### config.mk
export PLATFORM = sky130hd
export DESIGN_NAME = cover_flood_engine_flat
export DESIGN_NICKNAME = d
export VERILOG_FILES = /design/src/rtl/cover_flood_if.sv /design/src/rtl/cover_flood_engine.sv /design/src/flat_wrapper.sv
export SDC_FILE = /design/constraint.sdc
export NUM_CORES = 2
export LEC_CHECK = 0
export ABC_AREA = 1
export CORE_MARGIN = 4
export CORE_UTILIZATION = 40
export CTS_BUF_LIST = sky130_fd_sc_hd__clkbuf_8
export DETAILED_ROUTE_END_ITERATION = 10
export HOLD_SLACK_MARGIN = 0.05
export PLACE_DENSITY = 0.57
export SLEW_MARGIN = 40
export SYNTH_ARGS = -nofsm -noshare
export SYNTH_HDL_FRONTEND = slang
export SYNTH_SLANG_ARGS = --single-unit
### constraint.sdc
create_clock -name board_clk -period 19.1 [get_ports board_clk]
set_input_delay 3.82 -clock board_clk [delete_from_list [all_inputs] [get_ports board_clk]]
set_output_delay 3.82 -clock board_clk [all_outputs]
set_load 0.01 [all_outputs]
### src/rtl/cover_flood_if.sv
// Command/result channel between the PLAY logic (master) and the cover/flood engine (slave).
interface cover_flood_if #(
  parameter int X_BITS = 4,
  parameter int Y_BITS = 4
);
  logic              cmd_valid;
  logic              cmd_ready;
  logic              cmd_op;
  logic [X_BITS-1:0] cmd_x;
  logic [Y_BITS-1:0] cmd_y;
  logic              opened_cell;
  logic              mine_hit;
  logic              busy;

  modport master (
    output cmd_valid, cmd_op, cmd_x, cmd_y,
    input  cmd_ready, opened_cell, mine_hit, busy
  );

  modport slave (
    input  cmd_valid, cmd_op, cmd_x, cmd_y,
    output cmd_ready, opened_cell, mine_hit, busy
  );
endinterface

### src/rtl/cover_flood_engine.sv
// Owns per-cell cover state; executes flag toggles and cell opens, flood-filling zero regions
// with an explicit coordinate stack. Cells are marked opened when pushed, so each is pushed once.
module cover_flood_engine #(
  parameter int X_SIZE = 16,
  parameter int Y_SIZE = 16,
  parameter int X_BITS = 4,
  parameter int Y_BITS = 4
) (
  input  logic              board_clk,
  input  logic              glob_reset,
  cover_flood_if.slave      cf,
  output logic [X_BITS-1:0] brd_x,
  output logic [Y_BITS-1:0] brd_y,
  input  logic [4:0]        brd_val,
  input  logic [X_BITS-1:0] rd_x,
  input  logic [Y_BITS-1:0] rd_y,
  output logic [1:0]        rd_cover
);

  localparam int CELLS    = X_SIZE * Y_SIZE;
  localparam int IDX_BITS = (CELLS > 1) ? $clog2(CELLS) : 1;
  localparam int XW       = X_BITS + 1;
  localparam int YW       = Y_BITS + 1;
  localparam int CW       = X_BITS + Y_BITS;

  localparam logic [2:0] IDLE = 3'd0;
  localparam logic [2:0] ROOT = 3'd1;
  localparam logic [2:0] RD   = 3'd2;
  localparam logic [2:0] WAIT = 3'd3;
  localparam logic [2:0] NBR  = 3'd4;
  localparam logic [2:0] POP  = 3'd5;

  localparam logic [1:0] COV_COVERED = 2'b00;
  localparam logic [1:0] COV_OPENED  = 2'b01;
  localparam logic [1:0] COV_FLAGGED = 2'b10;

  localparam logic [4:0] VAL_MINE = 5'b11111;
  localparam logic [4:0] VAL_ZERO = 5'b00000;

  localparam logic [XW-1:0]       X_LIM    = XW'(X_SIZE);
  localparam logic [YW-1:0]       Y_LIM    = YW'(Y_SIZE);
  localparam logic [XW-1:0]       X_ONE    = XW'(1);
  localparam logic [YW-1:0]       Y_ONE    = YW'(1);
  localparam logic [IDX_BITS-1:0] IDX_ONE  = IDX_BITS'(1);
  localparam logic [IDX_BITS-1:0] IDX_ZERO = IDX_BITS'(0);
  localparam logic [2:0]          NBR_LAST = 3'd7;

  function automatic logic [IDX_BITS-1:0] cell_idx(input logic [X_BITS-1:0] x,
                                                   input logic [Y_BITS-1:0] y);
    return IDX_BITS'(y) * IDX_BITS'(X_SIZE) + IDX_BITS'(x);
  endfunction

  logic [1:0]          cover_r [CELLS];
  logic [CW-1:0]       stack_r [CELLS];
  logic [IDX_BITS-1:0] sp_r;

  logic [2:0]          state_r;
  logic                ready_r;
  logic                opened_r;
  logic                mine_r;
  logic                op_r;
  logic                flood_r;
  logic [X_BITS-1:0]   tx_r;
  logic [Y_BITS-1:0]   ty_r;
  logic [X_BITS-1:0]   cx_r;
  logic [Y_BITS-1:0]   cy_r;
  logic [2:0]          nbr_idx_r;
  logic [X_BITS-1:0]   brd_x_r;
  logic [Y_BITS-1:0]   brd_y_r;

  logic [XW-1:0]       nx_s;
  logic [YW-1:0]       ny_s;
  logic                nbr_in_s;
  logic [IDX_BITS-1:0] eng_idx_s;
  logic [1:0]          eng_cover_s;
  logic                cov_we_s;
  logic [1:0]          cov_wdata_s;
  logic                push_s;
  logic [CW-1:0]       top_s;

  assign cf.cmd_ready   = ready_r;
  assign cf.busy        = ~ready_r;
  assign cf.opened_cell = opened_r;
  assign cf.mine_hit    = mine_r;
  assign brd_x          = brd_x_r;
  assign brd_y          = brd_y_r;
  assign rd_cover       = cover_r[cell_idx(rd_x, rd_y)];
  assign top_s          = stack_r[sp_r - IDX_ONE];

  // Neighbour coordinate generation; one extra bit so x-1 at 0 and x+1 at the edge fall out of range.
  always_comb begin
    case (nbr_idx_r)
      3'd0, 3'd3, 3'd5: nx_s = {1'b0, cx_r} - X_ONE;
      3'd1, 3'd6:       nx_s = {1'b0, cx_r};
      default:          nx_s = {1'b0, cx_r} + X_ONE;
    endcase
    case (nbr_idx_r)
      3'd0, 3'd1, 3'd2: ny_s = {1'b0, cy_r} - Y_ONE;
      3'd3, 3'd4:       ny_s = {1'b0, cy_r};
      default:          ny_s = {1'b0, cy_r} + Y_ONE;
    endcase
    nbr_in_s = (nx_s < X_LIM) && (ny_s < Y_LIM);
  end

  // Engine read port and the single cover write port / stack push decision.
  always_comb begin
    if (state_r == NBR) begin
      eng_idx_s = cell_idx(nx_s[X_BITS-1:0], ny_s[Y_BITS-1:0]);
    end else begin
      eng_idx_s = cell_idx(tx_r, ty_r);
    end
    eng_cover_s = cover_r[eng_idx_s];
    cov_we_s    = 1'b0;
    cov_wdata_s = COV_COVERED;
    push_s      = 1'b0;
    case (state_r)
      ROOT: begin
        if (op_r) begin
          if (eng_cover_s == COV_COVERED) begin
            cov_we_s    = 1'b1;
            cov_wdata_s = COV_FLAGGED;
          end else if (eng_cover_s == COV_FLAGGED) begin
            cov_we_s    = 1'b1;
            cov_wdata_s = COV_COVERED;
          end else begin
            cov_we_s    = 1'b0;
          end
        end else if (eng_cover_s == COV_COVERED) begin
          cov_we_s    = 1'b1;
          cov_wdata_s = COV_OPENED;
        end else begin
          cov_we_s    = 1'b0;
        end
      end
      NBR: begin
        if (nbr_in_s && (eng_cover_s == COV_COVERED)) begin
          cov_we_s    = 1'b1;
          cov_wdata_s = COV_OPENED;
          push_s      = 1'b1;
        end else begin
          cov_we_s    = 1'b0;
        end
      end
      default: begin
        cov_we_s = 1'b0;
      end
    endcase
  end

  // Control FSM, command latch, result pulses, stack pointer and cover array.
  always_ff @(posedge board_clk) begin
    if (glob_reset) begin
      state_r   <= IDLE;
      ready_r   <= 1'b1;
      opened_r  <= 1'b0;
      mine_r    <= 1'b0;
      op_r      <= 1'b0;
      flood_r   <= 1'b0;
      tx_r      <= {X_BITS{1'b0}};
      ty_r      <= {Y_BITS{1'b0}};
      cx_r      <= {X_BITS{1'b0}};
      cy_r      <= {Y_BITS{1'b0}};
      nbr_idx_r <= 3'd0;
      brd_x_r   <= {X_BITS{1'b0}};
      brd_y_r   <= {Y_BITS{1'b0}};
      sp_r      <= IDX_ZERO;
      for (int i = 0; i < CELLS; i++) begin
        cover_r[i] <= COV_COVERED;
      end
    end else begin
      opened_r <= cov_we_s && (cov_wdata_s == COV_OPENED);
      mine_r   <= 1'b0;
      if (cov_we_s) begin
        cover_r[eng_idx_s] <= cov_wdata_s;
      end
      case (state_r)
        IDLE: begin
          if (cf.cmd_valid) begin
            op_r    <= cf.cmd_op;
            tx_r    <= cf.cmd_x;
            ty_r    <= cf.cmd_y;
            brd_x_r <= cf.cmd_x;
            brd_y_r <= cf.cmd_y;
            flood_r <= 1'b0;
            ready_r <= 1'b0;
            state_r <= ROOT;
          end
        end
        ROOT: begin
          if (op_r || (eng_cover_s != COV_COVERED)) begin
            ready_r <= 1'b1;
            state_r <= IDLE;
          end else begin
            state_r <= WAIT;
          end
        end
        RD: begin
          state_r <= WAIT;
        end
        WAIT: begin
          if (brd_val == VAL_ZERO) begin
            if (!flood_r) begin
              cx_r <= tx_r;
              cy_r <= ty_r;
            end
            nbr_idx_r <= 3'd0;
            state_r   <= NBR;
          end else if (flood_r) begin
            state_r <= POP;
          end else begin
            mine_r  <= (brd_val == VAL_MINE);
            ready_r <= 1'b1;
            state_r <= IDLE;
          end
        end
        NBR: begin
          nbr_idx_r <= nbr_idx_r + 3'd1;
          if (push_s) begin
            sp_r <= sp_r + IDX_ONE;
          end
          if (nbr_idx_r == NBR_LAST) begin
            state_r <= POP;
          end
        end
        POP: begin
          if (sp_r == IDX_ZERO) begin
            ready_r <= 1'b1;
            state_r <= IDLE;
          end else begin
            sp_r    <= sp_r - IDX_ONE;
            cx_r    <= top_s[X_BITS-1:0];
            cy_r    <= top_s[CW-1:X_BITS];
            brd_x_r <= top_s[X_BITS-1:0];
            brd_y_r <= top_s[CW-1:X_BITS];
            flood_r <= 1'b1;
            state_r <= RD;
          end
        end
        default: begin
          ready_r <= 1'b1;
          state_r <= IDLE;
        end
      endcase
    end
  end

  // Stack storage; emptiness is tracked by sp_r alone, so the entries need no reset.
  always_ff @(posedge board_clk) begin
    if (push_s) begin
      stack_r[sp_r] <= {ny_s[Y_BITS-1:0], nx_s[X_BITS-1:0]};
    end
  end

endmodule

### src/flat_wrapper.sv
// flat-port wrapper written by rule: the top's interface ports become plain ports
module cover_flood_engine_flat 
#(
  parameter int X_SIZE = 16,
  parameter int Y_SIZE = 16,
  parameter int X_BITS = 4,
  parameter int Y_BITS = 4
)
  (board_clk, glob_reset, brd_x, brd_y, brd_val, rd_x, rd_y, rd_cover, cf_cmd_valid, cf_cmd_op, cf_cmd_x, cf_cmd_y, cf_cmd_ready, cf_opened_cell, cf_mine_hit, cf_busy);
  cover_flood_if #(.X_BITS(X_BITS), .Y_BITS(Y_BITS)) cf_i ();
  input  logic board_clk;
  input  logic glob_reset;
  output logic [X_BITS-1:0] brd_x;
  output logic [Y_BITS-1:0] brd_y;
  input  logic [4:0] brd_val;
  input  logic [X_BITS-1:0] rd_x;
  input  logic [Y_BITS-1:0] rd_y;
  output logic [1:0] rd_cover;
  input wire logic [$bits(cf_i.cmd_valid)-1:0] cf_cmd_valid;
  input wire logic [$bits(cf_i.cmd_op)-1:0] cf_cmd_op;
  input wire logic [$bits(cf_i.cmd_x)-1:0] cf_cmd_x;
  input wire logic [$bits(cf_i.cmd_y)-1:0] cf_cmd_y;
  output wire logic [$bits(cf_i.cmd_ready)-1:0] cf_cmd_ready;
  output wire logic [$bits(cf_i.opened_cell)-1:0] cf_opened_cell;
  output wire logic [$bits(cf_i.mine_hit)-1:0] cf_mine_hit;
  output wire logic [$bits(cf_i.busy)-1:0] cf_busy;
  assign cf_i.cmd_valid = cf_cmd_valid;
  assign cf_i.cmd_op = cf_cmd_op;
  assign cf_i.cmd_x = cf_cmd_x;
  assign cf_i.cmd_y = cf_cmd_y;
  assign cf_cmd_ready = cf_i.cmd_ready;
  assign cf_opened_cell = cf_i.opened_cell;
  assign cf_mine_hit = cf_i.mine_hit;
  assign cf_busy = cf_i.busy;
  cover_flood_engine #(.X_SIZE(X_SIZE), .Y_SIZE(Y_SIZE), .X_BITS(X_BITS), .Y_BITS(Y_BITS)) u_core (.board_clk(board_clk), .glob_reset(glob_reset), .cf(cf_i), .brd_x(brd_x), .brd_y(brd_y), .brd_val(brd_val), .rd_x(rd_x), .rd_y(rd_y), .rd_cover(rd_cover));
endmodule
==> key figures <==
Floorplan
  – Starting Density: between 40 and 50%
  – FP Rows: 198
  – Top-Level Pins: 39
  – DIE WIDTH: between 500 and 600 µm
  – Die Y: approximately 550 µm
  – Core area: approximately 290,000 µm²
  – Die Area: 300,800 µm²

Route
  – Drt wl/cell: 23.79 µm
  – Remaining antenna violation count after routing: 0
  – DRC errors left: 0
  – Drt first pass iters: 8
  – Final WL: between 300,000 and 400,000 µm
  – DR vias: around 88,000
  – Detailed Route Iter0 Violations: between 10,000 and 15,000
  – Detail-routed via count per cell: about 5.7

Min path
  – Min-delay src: u_core.ty_r[1]
  – Hold path depth: 2
  – Worst Hold Class: reg2reg
  – WHS Endpoint: u_core.ty_r[1]

Layout
  – Post-layout util: between 40% and 50%
  – Area Overhead vs Synth: 9.785%
  – Nets: around 11,000
  – Share of cells above drive strength 1: about 7.4%
  – Cell area after layout: about 130,000 µm²

STA
  – Final setup fails: 0
  – Slew @ Worst Pin: a little over 1000 ps
  – Tcrit/Tclk final: between 60% and 70%
  – Final hold violation count: 0
  – RSZ-0062 raised after global routing: false
  – Setup Skew: between 100 and 150 ps
  – Fmax: 0.08410 GHz
  – Worst setup margin: 7209 ps
  – Fin Setup TNS: 0 ps
  – Headroom to the max-slew limit: 32.49%
  – Pins over their slew limit: 0
  – Fin crit period: between 10,000 and 15,000 ps

Setup path
  – R2R Path Start: u_core.nbr_idx_r[1]
  – Max stage delay cell, worst path: buf_4
  – Worst reg2reg endpoint: u_core.cover_r[39][0]
  – CP Cell Sequence: buf_6 > inv_8 > buf_4 > o21ai_0 > o22ai_1 > o21ai_0 > o22ai_1 > nor2_1 > o32ai_1 > o21ai_0 > o22ai_1 > clkdlybuf4s50_1
  – Worst setup EP type: output pin
  – Critical Path Fanout Max: between 100 and 150
  – Path depth of the worst reg2reg path: 29
  – R2r setup slk: 10,760 ps
  – Data required time of the critical path: between 15,000 and 20,000 ps
  – Slowest stage delay, CP: about 740 ps
  – Kind of critical path: in2out
  – Startpoint Class: input pin
  – Critical Path AT: a little over 8000 ps

Clock tree
  – CTS tree: built
  – Number of buffers created by CTS: 423
  – Clock slew at reported path FFs: around 60 ps
  – Largest buffer count on any clock path: 4
  – Setup Buffers After CTS: 0
  – Post-CTS Resized: 0
  – H-tree lvl count: 5
  – Worst-Skew Late Latency: between 1000 and 1500 ps
  – Hold buffers post-CTS: 0
  – Clock Sink Count: around 2,600
  – Root buf cell: clkbuf_8

Pwr
  – Lkg Pwr: around 43 nW
  – Maximum vdd drop: between 60 and 70 µV
  – P per Cell Area: a little under 100 nW/µm²

Logic synthesis
  – Synthesized cell area: between 100,000 and 150,000 µm²
  – Number of synthesized register bits: approximately 2,600
  – FFs w/ async S/R, synth: 0%
  – Syn_area_per_cell: between 10 and 15 µm²
  – Register area share after synthesis: between 60% and 70%
  – Synth top area cells: edfxtp_1 (66%), nor2_1 (9.1%), o21ai_0 (7.3%), nand2_1 (5.6%), o22ai_1 (4.3%)
  – EDFF count, synth: around 2,600
  – Main synth FF type: edfxtp_1
  – Yosys top cell by area: edfxtp_1
  – Ys Warns: 0
  – Yosys top cell area share: around two thirds
  – Yosys cell types: between 40 and 50
  – Mapped Nets: about 12,000
  – Gate count of the mapped netlist: roughly 12,000

Place
  – Placed cell area: about 120,000 µm²
  – Estimated wirelength of the detail-placed design: about 210,000 µm
  – Input/output buffers: 38
  – GPL Wtd Cong: between 0.8 and 0.9
  – Place WS: 7351 ps

GRT
  – GRT Resource Usage Total: 23.61%
  – Pin count of the biggest net entering global routing: slightly below 200
  – Antenna violations before repair: 12
  – Grt ovf: 0
  – First-pass GRT wire length: around 540,000 µm
  – Vias in the first global route: between 80,000 and 90,000

Run
  – Max-cap violations: 0

Run status
  – Status: complete, no violations
-- metal layers --
| metal | track usage, % | routed length [µm] | vias up | part of all wire [%] |
|---|---|---|---|---|
| met3 | 3.553 | 30850 | 852 | 8.4 |
| li1 | - | - | 39677 | - |
| met1 | 32.16 | 148700 | 43108 | 40 |
| met2 | 37.65 | 170900 | 4412 | 46 |
| met5 | 0 | 276 | - | 0.075 |
| met4 | 10.32 | 17370 | 6 | 4.7 |
-- synth_stat cells (2+ instances only) --
master	number
ha_1	17
inv_2	6
nor4_1	2
buf_2	107
a31oi_1	2
nand2_1	1755
edfxtp_1	2560
inv_1	425
o221ai_1	12
buf_4	7
a211oi_1	15
fa_1	2
clkinv_1	7
nand4_1	6
xor2_1	12
buf_1	37
buf_6	12
nor2_2	2
a21oi_1	37
o21ai_1	14
nand2_2	3
o22ai_1	809
nor3_1	17
o21ai_0	1697
nor2_1	2839
nand3_4	10
clkbuf_1	705
nand3_1	325
o31ai_1	6
dfxtp_1	43
o32ai_1	13
-- state kept, by name (all words and copies together), names as in the netlist --
signal and flops:
u_core.brd_y 4, u_core.stack_r 2048, u_core.state_r 3, u_core.cx_r 4, u_core.cy_r 4, u_core.cover_r 512, u_core.brd_x 4, u_core.nbr_idx_r 3
u_core.ty_r 4, u_core.flood_r 1, u_core.cf.mine_hit 1, u_core.cf.cmd_ready 1, u_core.sp_r 8, u_core.tx_r 4, u_core.cf.opened_cell 1, u_core.op_r 1
-- cell usage in the layout (no fill, tap or decap), types with 42 or more instances in the layout --
master    netlist  layout
clkinv_1        7     103
o22ai_1       809     803
edfxtp_1     2560    2560
o21ai_0      1697    1695
nand2_1      1755    1743
nand3_1       325     311
dfxtp_1        43      42
nor2_1       2839    2725
buf_4           7      86
clkinv_2        1      49
inv_1         425     537
nor2_2          2     114
clkbuf_8        0     433
-- kinds of logic after synthesis --
| kind of cell | after synthesis | share of synthesized area (%) |
|---|---|---|
| xor+xnor | 13 | 0.09746 |
| flops | 2603 | 66.54 |
| compound gates | 2611 | 12.19 |
| fa+ha+maj | 19 | 0.2163 |
| simple gates | 4968 | 16.52 |
| buf+inv | 1308 | 4.432 |
-- worst max-delay path by stage --
stage                                    from                endpoint  slack [ps]  cells after the start
after floorplan           u_core.nbr_idx_r[0]  u_core.stack_r[241][0]        4900                     23
after global placement                rd_x[3]             rd_cover[1]        7470                     11
after detailed placement              rd_x[0]             rd_cover[1]        7350                     12
after CTS                             rd_x[0]             rd_cover[1]        7350                     12
after global routing                  rd_x[0]             rd_cover[1]        6960                     12
final                                 rd_x[0]             rd_cover[1]        7210                     12
-- critical path, delay by kind of cell --
kind | cells | cell delay [ps]
buf+inv | 4 | 2040
compound gates | 7 | 1890
simple gates | 1 | 80
-- metrics by stage --
stage	hold WS (ps)	total power, W	cells
4_1_cts	468.4	0.01258	15461
2_1_floorplan	421.7	0.007668	11522
6_report	479.9	0.01254	15471
3_3_place_gp	456.3	0.008118	14717
5_1_grt	488.2	0.01297	15466
3_5_place_dp	459.8	0.008158	14723
-- layout make-up --
cell class,count,area (µm²)
Sequential cell,2603,77740
Clock inverter,305,1548
Tap cell,3900,4880
Clock buffer,433,5959
Timing Repair Buffer,174,1794
Fill cell,27261,162600
Multi-Input combinational cell,7611,34590
Antenna cell,6,15.01
Inverter,439,1729
-- where the power goes --
group / internal, W / leakage, nW / switching [W]
logic: 0.000265 / 15.3 / 0.00118
registers: 0.00657 / 23.5 / 0.0000492
clock network: 0.00222 / 4.36 / 0.00225
No activity file was read; power rests on OpenSTA's default activity.
